===== src/rtl/vid_pattern_gen.sv =====
// vid_pattern_gen: streaming test-pattern source, one header beat then W*H pixels.
// Define VPG_CTRL_PKT_EN to prepend a 10-beat control packet to every frame.
module vid_pattern_gen #(
    parameter int              DW        = 8,
    parameter int              W         = 1920,
    parameter int              H         = 1080,
    parameter logic [DW-1:0]   PIX_CONST = DW'(8'h55),
    parameter int              CHK_SHIFT = 3
) (
    input  logic          clk,
    input  logic          rst,
    input  logic          enable,
    input  logic [1:0]    mode,
    output logic [DW-1:0] src_data,
    output logic          src_valid,
    output logic          src_sop,
    output logic          src_eop,
    input  logic          src_ready,
    output logic          frame_done,
    output logic [15:0]   frame_cnt
);

    localparam int XW = (W > 1) ? $clog2(W) : 1;
    localparam int YW = (H > 1) ? $clog2(H) : 1;
    localparam logic [XW-1:0] X_LAST = XW'(W - 1);
    localparam logic [YW-1:0] Y_LAST = YW'(H - 1);

    typedef enum logic [1:0] {
        IDLE = 2'd0,
`ifdef VPG_CTRL_PKT_EN
        CTRL = 2'd1,
`endif
        HDR  = 2'd2,
        PIX  = 2'd3
    } state_e;

`ifdef VPG_CTRL_PKT_EN
    localparam state_e        FIRST_ST   = CTRL;
    localparam logic [DW-1:0] FIRST_DATA = DW'(4'hF);
    localparam logic [15:0]   W16        = 16'(W);
    localparam logic [15:0]   H16        = 16'(H);

    // Beat i (1..9) of the control packet: W then H, MSB nibble first, then 0.
    function automatic logic [3:0] ctrl_nib(input logic [3:0] i);
        logic [3:0] r;
        r = 4'h0;
        unique case (i)
            4'd1: r = W16[15:12];
            4'd2: r = W16[11:8];
            4'd3: r = W16[7:4];
            4'd4: r = W16[3:0];
            4'd5: r = H16[15:12];
            4'd6: r = H16[11:8];
            4'd7: r = H16[7:4];
            4'd8: r = H16[3:0];
            default: r = 4'h0;
        endcase
        return r;
    endfunction

    logic [3:0] ctrl_idx_q, ctrl_idx_d;
`else
    localparam state_e        FIRST_ST   = HDR;
    localparam logic [DW-1:0] FIRST_DATA = '0;
`endif

    function automatic logic [DW-1:0] pix_val(input logic [1:0]    m,
                                              input logic [XW-1:0] px,
                                              input logic [YW-1:0] py);
        logic [31:0]   xe;
        logic [31:0]   ye;
        logic [DW-1:0] r;
        xe = 32'(px);
        ye = 32'(py);
        unique case (m)
            2'd0:    r = PIX_CONST;
            2'd1:    r = DW'(xe);
            2'd2:    r = DW'(ye);
            default: r = (xe[CHK_SHIFT] ^ ye[CHK_SHIFT]) ? '1 : '0;
        endcase
        return r;
    endfunction

    state_e          state_q, state_d;
    logic            valid_q, valid_d;
    logic            sop_q, sop_d;
    logic            eop_q, eop_d;
    logic [DW-1:0]   data_q, data_d;
    logic [XW-1:0]   x_q, x_d;
    logic [YW-1:0]   y_q, y_d;
    logic [1:0]      mode_q, mode_d;
    logic            done_q, done_d;
    logic [15:0]     cnt_q, cnt_d;
    logic            xfer;
    logic            start;
    logic [XW-1:0]   nx;
    logic [YW-1:0]   ny;

    assign xfer = valid_q & src_ready;

    always_comb begin
        state_d = state_q;
        valid_d = valid_q;
        sop_d   = sop_q;
        eop_d   = eop_q;
        data_d  = data_q;
        x_d     = x_q;
        y_d     = y_q;
        mode_d  = mode_q;
        done_d  = 1'b0;
        cnt_d   = cnt_q;
        start   = 1'b0;
        nx      = x_q;
        ny      = y_q;
`ifdef VPG_CTRL_PKT_EN
        ctrl_idx_d = ctrl_idx_q;
`endif
        unique case (state_q)
            IDLE: start = enable;
`ifdef VPG_CTRL_PKT_EN
            CTRL: begin
                if (xfer) begin
                    if (ctrl_idx_q == 4'd9) begin
                        state_d = HDR;
                        data_d  = '0;
                        sop_d   = 1'b1;
                        eop_d   = 1'b0;
                    end else begin
                        ctrl_idx_d = ctrl_idx_q + 4'd1;
                        data_d     = DW'(ctrl_nib(ctrl_idx_q + 4'd1));
                        sop_d      = 1'b0;
                        eop_d      = (ctrl_idx_q == 4'd8);
                    end
                end
            end
`endif
            HDR: begin
                if (xfer) begin
                    mode_d  = mode;
                    state_d = PIX;
                    x_d     = '0;
                    y_d     = '0;
                    data_d  = pix_val(mode, '0, '0);
                    sop_d   = 1'b0;
                    eop_d   = (X_LAST == '0) && (Y_LAST == '0);
                end
            end
            PIX: begin
                if (xfer) begin
                    if (x_q == X_LAST && y_q == Y_LAST) begin
                        done_d = 1'b1;
                        cnt_d  = cnt_q + 16'd1;
                        x_d    = '0;
                        y_d    = '0;
                        start  = enable;
                        if (!enable) begin
                            state_d = IDLE;
                            valid_d = 1'b0;
                            sop_d   = 1'b0;
                            eop_d   = 1'b0;
                        end
                    end else begin
                        if (x_q == X_LAST) begin
                            nx = '0;
                            ny = y_q + 1'b1;
                        end else begin
                            nx = x_q + 1'b1;
                        end
                        x_d    = nx;
                        y_d    = ny;
                        data_d = pix_val(mode_q, nx, ny);
                        eop_d  = (nx == X_LAST) && (ny == Y_LAST);
                    end
                end
            end
            default: state_d = IDLE;
        endcase
        if (start) begin
            state_d = FIRST_ST;
            valid_d = 1'b1;
            sop_d   = 1'b1;
            eop_d   = 1'b0;
            data_d  = FIRST_DATA;
`ifdef VPG_CTRL_PKT_EN
            ctrl_idx_d = 4'd0;
`endif
        end
    end

    always_ff @(posedge clk) begin
        if (rst) begin
            state_q <= IDLE;
            valid_q <= 1'b0;
            sop_q   <= 1'b0;
            eop_q   <= 1'b0;
            data_q  <= '0;
            x_q     <= '0;
            y_q     <= '0;
            mode_q  <= 2'd0;
            done_q  <= 1'b0;
            cnt_q   <= 16'd0;
`ifdef VPG_CTRL_PKT_EN
            ctrl_idx_q <= 4'd0;
`endif
        end else begin
            state_q <= state_d;
            valid_q <= valid_d;
            sop_q   <= sop_d;
            eop_q   <= eop_d;
            data_q  <= data_d;
            x_q     <= x_d;
            y_q     <= y_d;
            mode_q  <= mode_d;
            done_q  <= done_d;
            cnt_q   <= cnt_d;
`ifdef VPG_CTRL_PKT_EN
            ctrl_idx_q <= ctrl_idx_d;
`endif
        end
    end

    assign src_data   = data_q;
    assign src_valid  = valid_q;
    assign src_sop    = sop_q;
    assign src_eop    = eop_q;
    assign frame_done = done_q;
    assign frame_cnt  = cnt_q;

endmodule


===== config.mk =====
export PLATFORM = sky130hd
export DESIGN_NAME = vid_pattern_gen
export DESIGN_NICKNAME = d
export VERILOG_FILES = /design/src/rtl/vid_pattern_gen.sv
export SDC_FILE = /design/constraint.sdc
export NUM_CORES = 1
export LEC_CHECK = 0
export CORE_AREA = 2 2 90 92
export CTS_BUF_LIST = sky130_fd_sc_hd__clkbuf_2
export CTS_CLUSTER_SIZE = 25
export DETAILED_ROUTE_END_ITERATION = 16
export DIE_AREA = 0 0 92 94
export GPL_TIMING_DRIVEN = 0
export PLACE_DENSITY = 0.71
export SETUP_SLACK_MARGIN = 0.2
export SLEW_MARGIN = 20
export SYNTH_ARGS = -nofsm -noshare
export SYNTH_HDL_FRONTEND = slang
export SYNTH_SLANG_ARGS = --single-unit

===== constraint.sdc =====
create_clock -name clk -period 2.7 [get_ports clk]
set_clock_uncertainty 0.15 [all_clocks]
set_input_delay 0.54 -clock clk [delete_from_list [all_inputs] [get_ports clk]]
set_output_delay 0.54 -clock clk [all_outputs]
set_load 0.02 [all_outputs]

==> impl_metrics.yaml, run 1 <==
outcome:
  outcome: "finished clean"
clock_tree:
  insertion_delay_ns: 0.49
  cts_max_path_buffers: 2
  h-tree-depth: 2
  cts_root_buffer: "clkbuf_2"
  cts_buffers: 5
  numClockSinks: 54
  hold_buffers: 0
  cts_tree: "done"
  clk_pin_slew_ns: 0.32
die:
  initial_core_util: 0.449
  die_h_um: 94
  rows: 32
  die_x_um: 92
  dieArea_sq_um: 8650
  core_sq_um: 7610
  io_pins: 34
run:
  maxCapViolCount: 0
yosys:
  synthDistinctLibCells: 65
  netlist_instances: 420
  synth_edf_count: 0
  synth_most_common_cell: "dfxtp_1"
  synth_area_leaders: "dfxtp_1 32%, a21oi_1 5.7%, nor2_1 5.5%, nand2_1 4.0%, xnor2_1 3.3%"
  avgSynthCellArea_sq_um: 8.14
  synth_ff_type: "dfxtp_1"
  yosysWarnings: 0
  syn_nets: 433
  synthesis.area_sq_um: 3420
  yosysSeqAreaShare: 0.316
  ys_ff_latch: 54
  synth.top_cells.by_count: "54 x dfxtp_1, 50 x nor2_1, 39 x a21oi_1"
  yosys.area.top_type_share: 0.316
  ys_async_sr_fraction: 0
  yosysTopAreaCell: "dfxtp_1"
power:
  ir_worst_vdd_mv: 0.212
  p_per_area_nw_per_um2: 313
  p_leak_nw: 1.44
drt:
  drc_errors: 0
  ant_nets: 0
  drtIter0Drc: 247
  routed_wirelength_mm: 9.32
  vias: 3307
  viasPerCell: 5.83
  dr.pass1.iters: 6
  avgRoutedWirePerCell_um: 16.4
cells_and_area:
  fin_cells: 567
  num-fill-cells: 769
  area_growth_pct: 17.2
  regArea_sq_um: 1090
  drive_above_1_share: 0.118
  diodes: 0
  multi_input_area_sq_um: 2190
  finalNetCount: 478
grt:
  grt_max_degree: 18
  grt_pass1_wl_mm: 15.4
  antenna_found_initial: 0
  grt_pass1_vias: 3056
  grt.total_usage: 0.222
  overflow: 0
critical_path:
  startpoint_type: "register"
  cp_max_fo: 10
  end_kind: "register"
  cp.arrival_ns: 2.72
  cp.required_ns: 3.01
  criticalPathCategory: "register to register"
timing:
  finalSetupTns_ns: 0
  relSlewSlack: 0.573
  rsz0062_at_grt: "false"
  worst_slew_pin_slew_ns: 0.634
  whs_ns: 0.322
  hold_viol: 0
  finalSetupViolations: 0
  finalMaxSlewViolations: 0
  fin_crit_ns: 2.42
  max_freq_mhz: 414
  post-route-period-util: 0.896
placement:
  place_inst: 555
  gp_congestion: 0.959
  portBuffers: 33
  hpwl_mm: 6.89
hold_path:
  min-delay-path-class: "register to register"
registers in the layout, indices dropped and copies added, names as in the netlist, 2 cells and up:
signal and flops:
frame_cnt 16, mode_q 2, src_data 8, state_q 2
x_q 11, y_q 11
metrics by stage:
step	worst slack [ns]	cell area (sq um)	utilization	total power, mW
after floorplan	0.608	3420	-	0.878
after global placement	-0.151	3870	0.509	0.912
after detailed placement	-0.0961	3870	0.509	0.913
after CTS	0.175	3920	0.515	1.26
after global routing	0.204	4010	0.527	1.30
final	0.282	4010	0.527	1.25
path summary, 6_finish.rpt:
kind                     from           to  slack, ns  depth (start not counted)
setup / recovery       x_q[0]      src_eop       0.28                          9
hold / removal    src_data[7]  src_data[7]       0.32                          2
hold reg to reg   src_data[7]  src_data[7]       0.32                          2
setup reg to reg       x_q[0]      src_eop       0.28                          9
where the power goes:
part	leakage [nW]	switching (mW)	internal, mW	total (mW)
Combinational	0.974	0.0528	0.0349	0.0878
Clock	0.0298	0.288	0.0669	0.355
Sequential	0.438	0.00616	0.806	0.812
Total	1.44	0.347	0.908	1.25
critical path, stage by stage (launching register included):
cell	delay, ns
dfxtp_4	0.45
ha_1	0.23
and2_1	0.15
buf_2	0.19
nand3_4	0.12
buf_6	0.15
a311oi_1	0.11
nor4b_1	0.45
nand4_1	0.21
o21ai_1	0.17
timing repair:
action / 4_1_cts / 5_1_grt
setup endpoints to repair: 18 / 34
setup buffers: 0 / 5
gates resized for setup: 2 / 13
pin swaps: 1 / 4
metal layers:
layer  vias up  wire length (um)  global-route usage
met5         -                 0                   0
met2       126              4250               0.355
met1      1539              4340               0.307
met3        21               582              0.0369
li1       1621                 -                   -
met4         0               155              0.0721
layout by cell type (no fill, tap or decap), drive strengths merged, types with 5 or more instances in the layout:
master / count
nor2: 50
and2: 6
nor4: 10
clkdlybuf4s50: 33
a22oi: 5
buf: 20
o31ai: 8
nor3: 8
xnor2: 13
xor2: 11
o21ai: 26
ha: 7
or3: 6
a21oi: 40
inv: 10
nand3: 22
dfxtp: 54
and3: 6
nand4: 13
nand2: 36
and4: 5
clkbuf: 17
cells by family (layout without fill, tap and decap cells):
group | Yosys count | in the layout | synth area share
DFF | 54 | 54 | 0.316
and+or+nand+nor | 190 | 190 | 0.339
AOI/OAI and AO/OA | 105 | 105 | 0.189
xor gates and xnor gates | 24 | 24 | 0.0615
muxes | 5 | 5 | 0.0150
buffers and inverters | 35 | 80 | 0.0531
adders and majority gates | 7 | 7 | 0.0256
layout make-up:
type                    count  share of cell area
repair buffers             38              0.0918
well taps                 102              0.0319
multi-input cells         331               0.547
clock buffers               5             0.00625
inverters                   8             0.00750
plain buffers              27              0.0394
clock inverters             2             0.00437
flip-flops and latches     54               0.272
Power figures use the tool's default switching activity.
==> run 2, diff against run 1 <==
--- a/config.mk
+++ b/config.mk
@@ -13,6 +13,7 @@
 export GPL_TIMING_DRIVEN = 0
 export PLACE_DENSITY = 0.71
 export SETUP_SLACK_MARGIN = 0.2
+export SKIP_CTS_REPAIR_TIMING = 1
 export SLEW_MARGIN = 20
 export SYNTH_ARGS = -nofsm -noshare
 export SYNTH_HDL_FRONTEND = slang
==> run 2 against run 1 <==
  * Global-route usage unchanged
  * Flip-flop and latch count did not move
  * Setup slack worse by 0.021 ns
  * Sequential share of layout area fell by 0.13 points
  * Maximum frequency down 0.88%
  * Critical path type unchanged
  * Critical endpoint is now src_data[7]
  * Largest power group unchanged
  * Highest routed layer unchanged
==> impl_metrics.yaml, run 2 (synthesis gave the netlist of run 1 again) <==
grt:
  grt.total_usage: 0.222
  overflow: 0
  grt_pass1_wl_mm: 15.4
  antenna_found_initial: 0
  grt_max_degree: 18
  grt_pass1_vias: 3060
critical_path:
  cp.required_ns: 2.96
  cp.arrival_ns: 2.70
  startpoint_type: "register"
  cp_max_fo: 9
  criticalPathCategory: "register to register"
  rr_startpoint: "x_q[0]"
  cp-startpoint: "x_q[0]"
  end_kind: "register"
hold_path:
  min-delay-path-class: "register to register"
  hp-start: "src_data[7]"
timing:
  rsz0062_at_grt: "true"
  finalSetupViolations: 0
  setup_ws_ns: 0.260
  post-route-period-util: 0.904
  worst_slew_pin_slew_ns: 0.639
  max_freq_mhz: 410
  whs_ns: 0.321
  hold_viol: 0
  fin_crit_ns: 2.44
  relSlewSlack: 0.570
  finalMaxSlewViolations: 0
cells_and_area:
  diodes: 0
  fin_cells: 567
  final_cell_mix: "50 x nor2_1, 50 x dfxtp_1, 39 x a21oi_1"
  largest_reg_flops: 16
  area_growth_pct: 17.3
  drive_above_1_share: 0.120
  finalNetCount: 478
clock_tree:
  cts_root_buffer: "clkbuf_2"
  h-tree-depth: 2
  insertion_delay_ns: 0.48
  clk_pin_slew_ns: 0.31
  cts_buffers: 5
  cts_max_path_buffers: 2
  numClockSinks: 54
  cts_tree: "done"
drt:
  drc_errors: 0
  dr.pass1.iters: 7
  vias: 3298
  ant_nets: 0
  routed_wirelength_mm: 9.28
  drtIter0Drc: 247
  viasPerCell: 5.82
  avgRoutedWirePerCell_um: 16.4
die:
  io_pins: 34
  die_x_um: 92
  rows: 32
  dieArea_sq_um: 8650
  core_sq_um: 7610
  die_h_um: 94
  initial_core_util: 0.449
placement:
  portBuffers: 33
  place_inst: 555
  dpl_worst_slack_ns: -0.0961
  hpwl_mm: 6.89
  gp_congestion: 0.959
outcome:
  outcome: "finished clean"
power:
  p_leak_nw: 1.44
  ir_worst_vdd_mv: 0.212
  p_per_area_nw_per_um2: 312
  total_power_mw: 1.25
run:
  maxCapViolCount: 0
run 2: power by group:
group,total [mW],switching [mW],internal [mW],leakage [nW]
Clock,0.350,0.283,0.0669,0.0298
Combinational,0.0876,0.0527,0.0349,0.975
Sequential,0.814,0.00616,0.808,0.437
Total,1.25,0.342,0.910,1.44
run 2: stage by stage:
stage,TNS (ns),instance area [sq um],util
after global routing,0,4010,0.527
after global placement,-0.340,3870,0.509
after floorplan,0,3420,-
after detailed placement,-0.339,3870,0.509
after CTS,0,3920,0.515
final,0,4010,0.527
run 2: cell type report:
type | count | area, sq um
well taps | 102 | 128
fillers | 767 | 3600
multi-input cells | 331 | 2200
clock buffers | 5 | 25.0
flip-flops and latches | 54 | 1090
plain buffers | 27 | 158
repair buffers | 38 | 368
inverters | 8 | 30.0
clock inverters | 2 | 17.5
run 2: final timing paths:
check | end | slack, ns | depth (start not counted)
setup / recovery | src_data[7] | 0.26 | 8
hold reg to reg | src_data[7] | 0.32 | 2
hold / removal | src_data[7] | 0.32 | 2
setup reg to reg | src_data[7] | 0.26 | 8
run 2: per-layer routing:
layer  share of wire  track usage  up-vias
met4           0.012       0.0721        0
met5               0            0        -
met3           0.069       0.0369       15
li1                -            -     1626
met2            0.45        0.355      126
met1            0.47        0.307     1531
run 2: critical path, cell delays in order, from the launching register on:
cell and delay (ns):
dfxtp_2 0.49, ha_1 0.21, and2_1 0.12, buf_2 0.23, nand4_4 0.18, or3_1 0.42, a32oi_1 0.29, o211ai_1 0.15
a21oi_1 0.13
